===== config.mk =====
export PLATFORM = sky130hd
export DESIGN_NAME = round_key_store
export DESIGN_NICKNAME = d
export VERILOG_FILES = /design/src/rtl/round_key_store.sv
export SDC_FILE = /design/constraint.sdc
export NUM_CORES = 2
export LEC_CHECK = 0
export BUFFER_PORTS_ARGS = -buffer_cell sky130_fd_sc_hd__buf_2
export CAP_MARGIN = 20
export CORE_ASPECT_RATIO = 0.7
export CORE_MARGIN = 5
export CORE_UTILIZATION = 45
export DETAILED_ROUTE_END_ITERATION = 8
export MAX_ROUTING_LAYER = met4
export PLACE_DENSITY_LB_ADDON = 0.1
export SLEW_MARGIN = 20
export SYNTH_ARGS = -nofsm -noshare
export SYNTH_HDL_FRONTEND = slang
export SYNTH_SLANG_ARGS = --single-unit

===== constraint.sdc =====
create_clock -name clk -period 26.3 [get_ports clk]
set_input_delay 5.26 -clock clk [delete_from_list [all_inputs] [get_ports clk]]
set_output_delay 5.26 -clock clk [all_outputs]
set_load 0.05 [all_outputs]

===== src/rtl/round_key_store.sv =====
// Round-key store: captures direct/inverse round keys from the scheduler and replays them
// ascending (encrypt) or descending (decrypt). Optional macro KEY_STORE_ZEROIZE_EN clears storage and rk_data.
module round_key_store #(
    parameter int MAX_ROUND_KEYS = 15
) (
    input  logic         clk,
    input  logic         rst,
    input  logic         load_start,
    input  logic [1:0]   key_length,
    input  logic         key_valid_in,
    input  logic [127:0] round_key_in,
    input  logic [127:0] inv_round_key_in,
    output logic         keys_ready,
    input  logic         rd_start,
    input  logic         rd_decrypt,
    output logic         rk_valid,
    input  logic         rk_ready,
    output logic [127:0] rk_data,
    output logic [3:0]   rk_index,
    output logic         rk_last
);

    typedef enum logic [1:0] {
        IDLE,
        LOAD,
        READY,
        READ
    } state_t;

    state_t       state;
    logic [3:0]   nr;
    logic [3:0]   wr_ptr;
    logic         decrypt;

    // Byte 0 of each key ([0:7] in FIPS numbering) sits in bits [127:120].
    logic [127:0] dir_mem [MAX_ROUND_KEYS];
    logic [127:0] inv_mem [MAX_ROUND_KEYS];

    logic         write_en;
    logic         start_read;
    logic         advance;
    logic         finish_read;
    logic         fetch_en;
    logic         fetch_dec;
    logic [3:0]   first_idx;
    logic [3:0]   next_idx;
    logic [3:0]   fetch_idx;
    logic [127:0] fetch_word;

    function automatic logic [3:0] decode_nr(input logic [1:0] len);
        case (len)
            2'b01:   decode_nr = 4'd12;
            2'b10:   decode_nr = 4'd14;
            default: decode_nr = 4'd10;
        endcase
    endfunction

    // rst and load_start outrank every other event, so all enables are qualified by them here.
    always_comb begin
        write_en    = !rst && !load_start && (state == LOAD) && key_valid_in && (wr_ptr <= nr);
        start_read  = !rst && !load_start && (state == READY) && rd_start;
        advance     = !rst && !load_start && (state == READ) && rk_valid && rk_ready && !rk_last;
        finish_read = !rst && !load_start && (state == READ) && rk_valid && rk_ready && rk_last;
        first_idx   = rd_decrypt ? nr : 4'd0;
        next_idx    = decrypt ? (rk_index - 4'd1) : (rk_index + 4'd1);
        fetch_idx   = start_read ? first_idx : next_idx;
        fetch_dec   = start_read ? rd_decrypt : decrypt;
        fetch_en    = start_read || advance;
        fetch_word  = fetch_dec ? inv_mem[fetch_idx] : dir_mem[fetch_idx];
    end

    always_ff @(posedge clk) begin
`ifdef KEY_STORE_ZEROIZE_EN
        if (rst || load_start) begin
            for (int i = 0; i < MAX_ROUND_KEYS; i++) begin
                dir_mem[i] <= '0;
                inv_mem[i] <= '0;
            end
        end else
`endif
        if (write_en) begin
            dir_mem[wr_ptr] <= round_key_in;
            inv_mem[wr_ptr] <= inv_round_key_in;
        end
    end

    always_ff @(posedge clk) begin
        if (rst) begin
            state      <= IDLE;
            nr         <= 4'd10;
            wr_ptr     <= 4'd0;
            decrypt    <= 1'b0;
            keys_ready <= 1'b0;
            rk_valid   <= 1'b0;
            rk_last    <= 1'b0;
            rk_index   <= 4'd0;
        end else if (load_start) begin
            // The key_valid_in beat coinciding with load_start is dropped by write_en.
            state      <= LOAD;
            nr         <= decode_nr(key_length);
            wr_ptr     <= 4'd0;
            keys_ready <= 1'b0;
            rk_valid   <= 1'b0;
            rk_last    <= 1'b0;
        end else begin
            case (state)
                LOAD: begin
                    if (write_en) begin
                        wr_ptr <= wr_ptr + 4'd1;
                        if (wr_ptr == nr) begin
                            state      <= READY;
                            keys_ready <= 1'b1;
                        end
                    end
                end
                READY: begin
                    if (start_read) begin
                        state    <= READ;
                        decrypt  <= rd_decrypt;
                        rk_valid <= 1'b1;
                        rk_index <= first_idx;
                        rk_last  <= 1'b0;
                    end
                end
                READ: begin
                    if (finish_read) begin
                        state    <= READY;
                        rk_valid <= 1'b0;
                        rk_last  <= 1'b0;
                    end else if (advance) begin
                        rk_index <= next_idx;
                        rk_last  <= decrypt ? (next_idx == 4'd0) : (next_idx == nr);
                    end
                end
                default: begin
                end
            endcase
        end
    end

    // rk_data only changes when a new key is presented, so it holds during back-pressure.
    always_ff @(posedge clk) begin
`ifdef KEY_STORE_ZEROIZE_EN
        if (rst || load_start || finish_read) begin
            rk_data <= '0;
        end else if (fetch_en) begin
            rk_data <= fetch_word;
        end
`else
        if (fetch_en) begin
            rk_data <= fetch_word;
        end
`endif
    end

endmodule

Word level (Yosys, flattened, before mapping)

Memories as Yosys holds them, arrays and structs flattened.
Cells that the tools add are included.

Register bits: 146
Memory bits (writable): 3840
Input port bits: 265
Output and inout port bits: 135
Logic and storage cells: 89
Memories kept: 2

Add/subtract/negate cells: 3
Magnitude comparators: 1
Equal/unequal tests: 18
Mux-type cells: 26
Bitwise operators: 1
Reductions and logical operators: 28

Memory list:

| memory  | depth | bits a word | read ports | clocked after Yosys merged registers in | write ports | line | text |
|---|---|---|---|---|---|---|---|
| dir_mem | 15    | 128         | 1          | 0                                       | 1           | 36   | `logic [127:0] dir_mem [MAX_ROUND_KEYS];` |
| inv_mem | 15    | 128         | 1          | 0                                       | 1           | 37   | `logic [127:0] inv_mem [MAX_ROUND_KEYS];` |

Operators by type and width:

| operator                                         | count |
|---|---|
| 2-to-1 mux 128 bit                               | 1 |
| 2-to-1 mux 4 bit                                 | 6 |
| AND reduction 5 bit                              | 3 |
| != test 3 bit, second input constant             | 4 |
| logical AND 1 bit                                | 11 |
| 2-to-1 mux 1 bit                                 | 10 |
| != test 2 bit, second input constant             | 5 |
| AND reduction 3 bit                              | 3 |
| adder 4 x 1 -> 4 bit, second input constant      | 2 |
| == test 4 bit                                    | 2 |
| 2-to-1 mux 2 bit                                 | 4 |
| one-hot mux 4 bit (2 select lines)               | 1 |
| == test 2 bit, second input constant             | 3 |
| one-hot mux 2 bit (3 select lines)               | 1 |
| one-hot mux 3 bit (2 select lines)               | 1 |
| == test 2 x 1 -> 1 bit, second input constant    | 2 |
| <= comparator 4 bit                              | 1 |
| logical NOT 4 bit                                | 1 |
| one-hot mux 1 bit (2 select lines)               | 2 |
| AND reduction 2 bit                              | 2 |
| nonzero test 4 bit                               | 1 |
| subtractor 4 x 1 -> 4 bit, second input constant | 1 |
| logical NOT 1 bit                                | 3 |
| != test 3 x 2 -> 1 bit, second input constant    | 1 |
| 6 further kinds                                  | 6 |

Depth between registers and ports, before layout

Depth in word-level cells: 9
Depth in mapped cells: 11
Mapped depth without buffers: 9

Worst setup path after synthesis

No wires, ideal clock.

Path kind: input -> register
Start: input rst
End: memory dir_mem[0][0] (enable)
Library setup time: 1186 ps
Arrival: 23291 ps
Setup slack: 1823 ps
Stages: 5
Path buffers: 1
Path through: buf_2 -> or2_2 -> nor2_1 -> nand2_1 -> nor3_1

Cells in the longest elaborated chain, start to end: 7

Ends and longest elaborated chain:

| element                                | line | text |
|---|---|---|
| start: declaration                     | 7    | `input logic rst,` |
| logical NOT 1 bit                      | 60   | `write_en = !rst && !load_start && (state == LOAD) && key_valid_in && (wr_ptr <= nr);` |
| logical AND 1 bit (4 in series)        | 60   |  |
| 2-to-1 mux 1 bit                       | 81   | `if (write_en) begin` |
| 2-to-1 mux 1 bit (not written as such) | 82   | `dir_mem[wr_ptr] <= round_key_in;` |
| end: declaration                       | 36   |  |

Every way passes these cells.

Worst setup path in the final report

Start: input rst
End: register rk_data[58] (data pin)

Cells in the longest elaborated chain, start to end: 7
Elaborated cells on any way between the ends: 9
Those cells by class: mux: 3; reduce/logical: 4; memory: 2

Ends and longest elaborated chain:

| element                                       | line | text |
|---|---|---|
| logical NOT 1 bit *                           | 61   | `start_read = !rst && !load_start && (state == READY) && rd_start;` |
| logical AND 1 bit * (3 in series)             | 61   |  |
| 2-to-1 mux 4 bit                              | 66   | `fetch_idx = start_read ? first_idx : next_idx;` |
| memory read (15 x 128 bit) (on tied branches) | --   |  |
| 2-to-1 mux 128 bit *                          | 69   | `fetch_word = fetch_dec ? inv_mem[fetch_idx] : dir_mem[fetch_idx];` |
| via fetch_word[58]                            | 48   | `logic [127:0] fetch_word;` |
| end signal: assignment                        | 151  | `rk_data <= fetch_word;` |
| end: declaration                              | 18   | `output logic [127:0] rk_data,` |

The timed path passes the listed nets; every way through them passes the cells marked *.
A chain may end at the register's enable or synchronous reset.

==> impl_metrics.csv <==
group,metric,value,unit
clock_network,cts_buffers,392,
floorplan,fp.dieW,717,µm
critical_path,path_class,"primary input to flop",
sta,finalCriticalPeriod,10.49,ns
layout,fin_nets,10300,
synthesis,syn_inst,9709,
global_route,grt-ovfl-total,0,
critical_path,endpoint_kind,"flop",
pwr,p_leak,55.0,nW
placed_design,gp_congestion,0.789,
route,wl,506,mm
run_status,status,"finished, final reports clean",
global_route,antenna_found_initial,143,
global_route,grt_max_degree,166,
synthesis,seq_area_frac_synth,75.8,%
route,viasPerCell,6.22,
clock_network,clk_latency,0.94,ns
sta,finalSetupTns,0,ns
sta,fmaxAchievable,0.0954,GHz
pwr,vdd_drop_max,0.0000543,V
global_route,track_usage,28.2,%
sta,hold_viol_final,0,
synthesis,synth_top_area_share,75.6,%
layout,syn_to_final_growth,12.2,%
floorplan,rows,181,
sta,worst_pin_slew,1.16,ns
clock_network,tritoncts,"built",
synthesis,syn_area_per_cell,16.2,µm²
sta,grt_setup_unrepaired,"no",
layout,final_cell_mix,"edfxtp_1 (3968), nand2_1 (918), mux2i_1 (889)",
synthesis,yosys-top-cells-area,"edfxtp_1 (76%), mux2i_1 (5.6%), a21oi_1 (2.5%), nand2_1 (2.2%), o22ai_1 (2.0%)",
clock_network,htreeDepth,5,
critical_path,cp_max_fo,59,
clock_network,cts_hold_buf,0,
pwr,powerDensity,71.4,nW/µm²
layout,drive_above_1_share,14.5,%
synthesis,synth_flop_cell,"edfxtp_1",
layout,final_cells,15000,
placed_design,dpl.cell_count,14300,
sta,drv_slew,0,
synthesis,yosys_warnings,0,
placed_design,io_buffers,399,
floorplan,die_y,505,µm
pwr,totalPowerFinal,0.0126,W
critical_path,cp.arrival,11.13,ns
sta,setup_violations,0,
route,detail-route-antenna-nets,0,
route,vias,93400,
floorplan,initial_utilization,45.3,%
clock_network,cts-root-buf,"clkbuf_16",
route,drt-initial-drc-count,11600,
route,wl_met1,218,mm
layout,final_common_cell,"edfxtp_1",
synthesis,yosys.area.top_type,"edfxtp_1",
route,wl_met2,235,mm
clock_network,ctsResizeCount,0,
route,dr.pass1.iters,6,
clock_network,cts.clk_slew.worst_paths,0.06,ns
sta,fin_crit_sh,39.9,%
route,drcViolationCount,0,
floorplan,coreArea,348000,µm²
route,wl_met3,41.5,mm
route,top_layer_used,"met4",
synthesis,ys_ff_latch,3984,
synthesis,synthArstFlopShare,0,%
global_route,grt_pass1_wl,711,mm
global_route,grt_pass1_vias,90300,
critical_path,required,26.95,ns
synthesis,ys_types,60,
synthesis,synth_edf_count,3968,
worst_hold_path,holdCritPathClass,"flop to flop",
critical_path,cp-start-kind,"primary input",
sta,relSlewSlack,22.4,%
floorplan,dieArea,362000,µm²
clock_network,cts_buffer_depth,4,
route,avgRoutedWirePerCell,33.7,µm
synthesis,synth_nets,9985,
floorplan,ioPinCount,400,
sta,skew,0.0437,ns
clock_network,clkSinkCount,3984,
sta,whs,0.474,ns
flow_run,maxCapViolCount,0,
synthesis,syn-cell-area,158000,µm²
clock_network,post-cts-setup-buffer-count,0,
placed_design,hpwl,255,mm
## logic make-up (layout without fill, tap and decap cells)
group           Yosys count  count (layout)  synth area share [%]
fa+ha+maj                11              11                0.0921
compound gates         2453            2453                  11.0
flops                  3984            3984                  75.8
other cells               0              64                     0
simple gates           1514            1514                  4.30
xor+xnor                  8               8                0.0445
mux                    1021            1021                  6.61
buf+inv                 718            1300                  2.11
## power by group
| part | internal, W | switching [W] | total (W) |
|---|---|---|---|
| registers | 0.00698 | 0.00000241 | 0.00698 |
| logic | 0.0000191 | 0.0000980 | 0.000117 |
| clock network | 0.00313 | 0.00239 | 0.00552 |
| total | 0.0101 | 0.00249 | 0.0126 |
## critical path: stages
cell,delay [ns]
buf_2,0.18
nand4bb_4,0.32
or3_4,0.66
nand2_8,0.51
buf_4,0.83
buf_4,0.81
buf_4,0.81
buf_4,0.71
mux2i_1,0.31
o22ai_1,0.11
o22ai_1,0.24
a211oi_2,0.10
## cell usage after synthesis, drive strengths merged, types with 2 or more instances
master,number
a211oi,134
a21boi,126
a21o,3
a21oi,772
a221o,126
a222oi,126
a22oi,126
a311oi,3
a31oi,4
and2,2
and3,128
buf,256
clkbuf,455
dfxtp,16
edfxtp,3968
ha,10
inv,7
mux2,129
mux2i,889
mux4,3
nand2,924
nand2b,131
nand3,9
nand4,5
nor2,166
nor2b,128
nor3,9
nor4,2
o211ai,128
o21ai,138
o22ai,507
o311ai,2
o31ai,128
o32a,126
or2,3
or3,4
xnor2,5
xor2,3
## sequential cells by signal, summed over array words and instances (netlist names)
signal      cells
wr_ptr          4
nr              2
state           2
keys_ready      1
rk_last         1
rk_data       128
inv_mem      1920
dir_mem      1920
rk_index        4
decrypt         1
rk_valid        1
## through the flow
stage | utilization [%] | area, µm² | setup WS, ns
after floorplan | - | 158000 | 1.82
after CTS | 50.7 | 177000 | 15.87
after global routing | 50.8 | 177000 | 15.61
after global placement | 47.2 | 164000 | 14.91
final | 50.8 | 177000 | 15.81
after detailed placement | 47.2 | 164000 | 14.86
## metal layers
layer	vias up	GRT usage, %
met1	49100	40.1
met5	-	-
li1	39300	-
met3	782	4.27
met2	4205	43.5
met4	0	5.90
## final timing paths
kind / start / to / slack, ns / cells after the start
min reg2reg: keys_ready$_SDFFE_PP0P_ / keys_ready$_SDFFE_PP0P_ / 0.47 / 2
min: keys_ready$_SDFFE_PP0P_ / keys_ready$_SDFFE_PP0P_ / 0.47 / 2
max: rst / rk_data[58]$_DFFE_PP_ / 15.81 / 12
max reg2reg: rk_index[0]$_SDFFE_PP0P_ / rk_data[58]$_DFFE_PP_ / 19.05 / 12
## area by class of cell
| cell class | count | area, µm² |
|---|---|---|
| Tap cell | 4666 | 5840 |
| Sequential cell | 3984 | 119000 |
| Fill cell | 28600 | 171000 |
| Clock buffer | 467 | 10200 |
| Multi-Input combinational cell | 5007 | 35000 |
| Timing Repair Buffer | 607 | 3930 |
| Clock inverter | 219 | 2060 |
| Antenna cell | 64 | 160 |
| Inverter | 7 | 26.3 |
(Power assumes the default switching activity.)
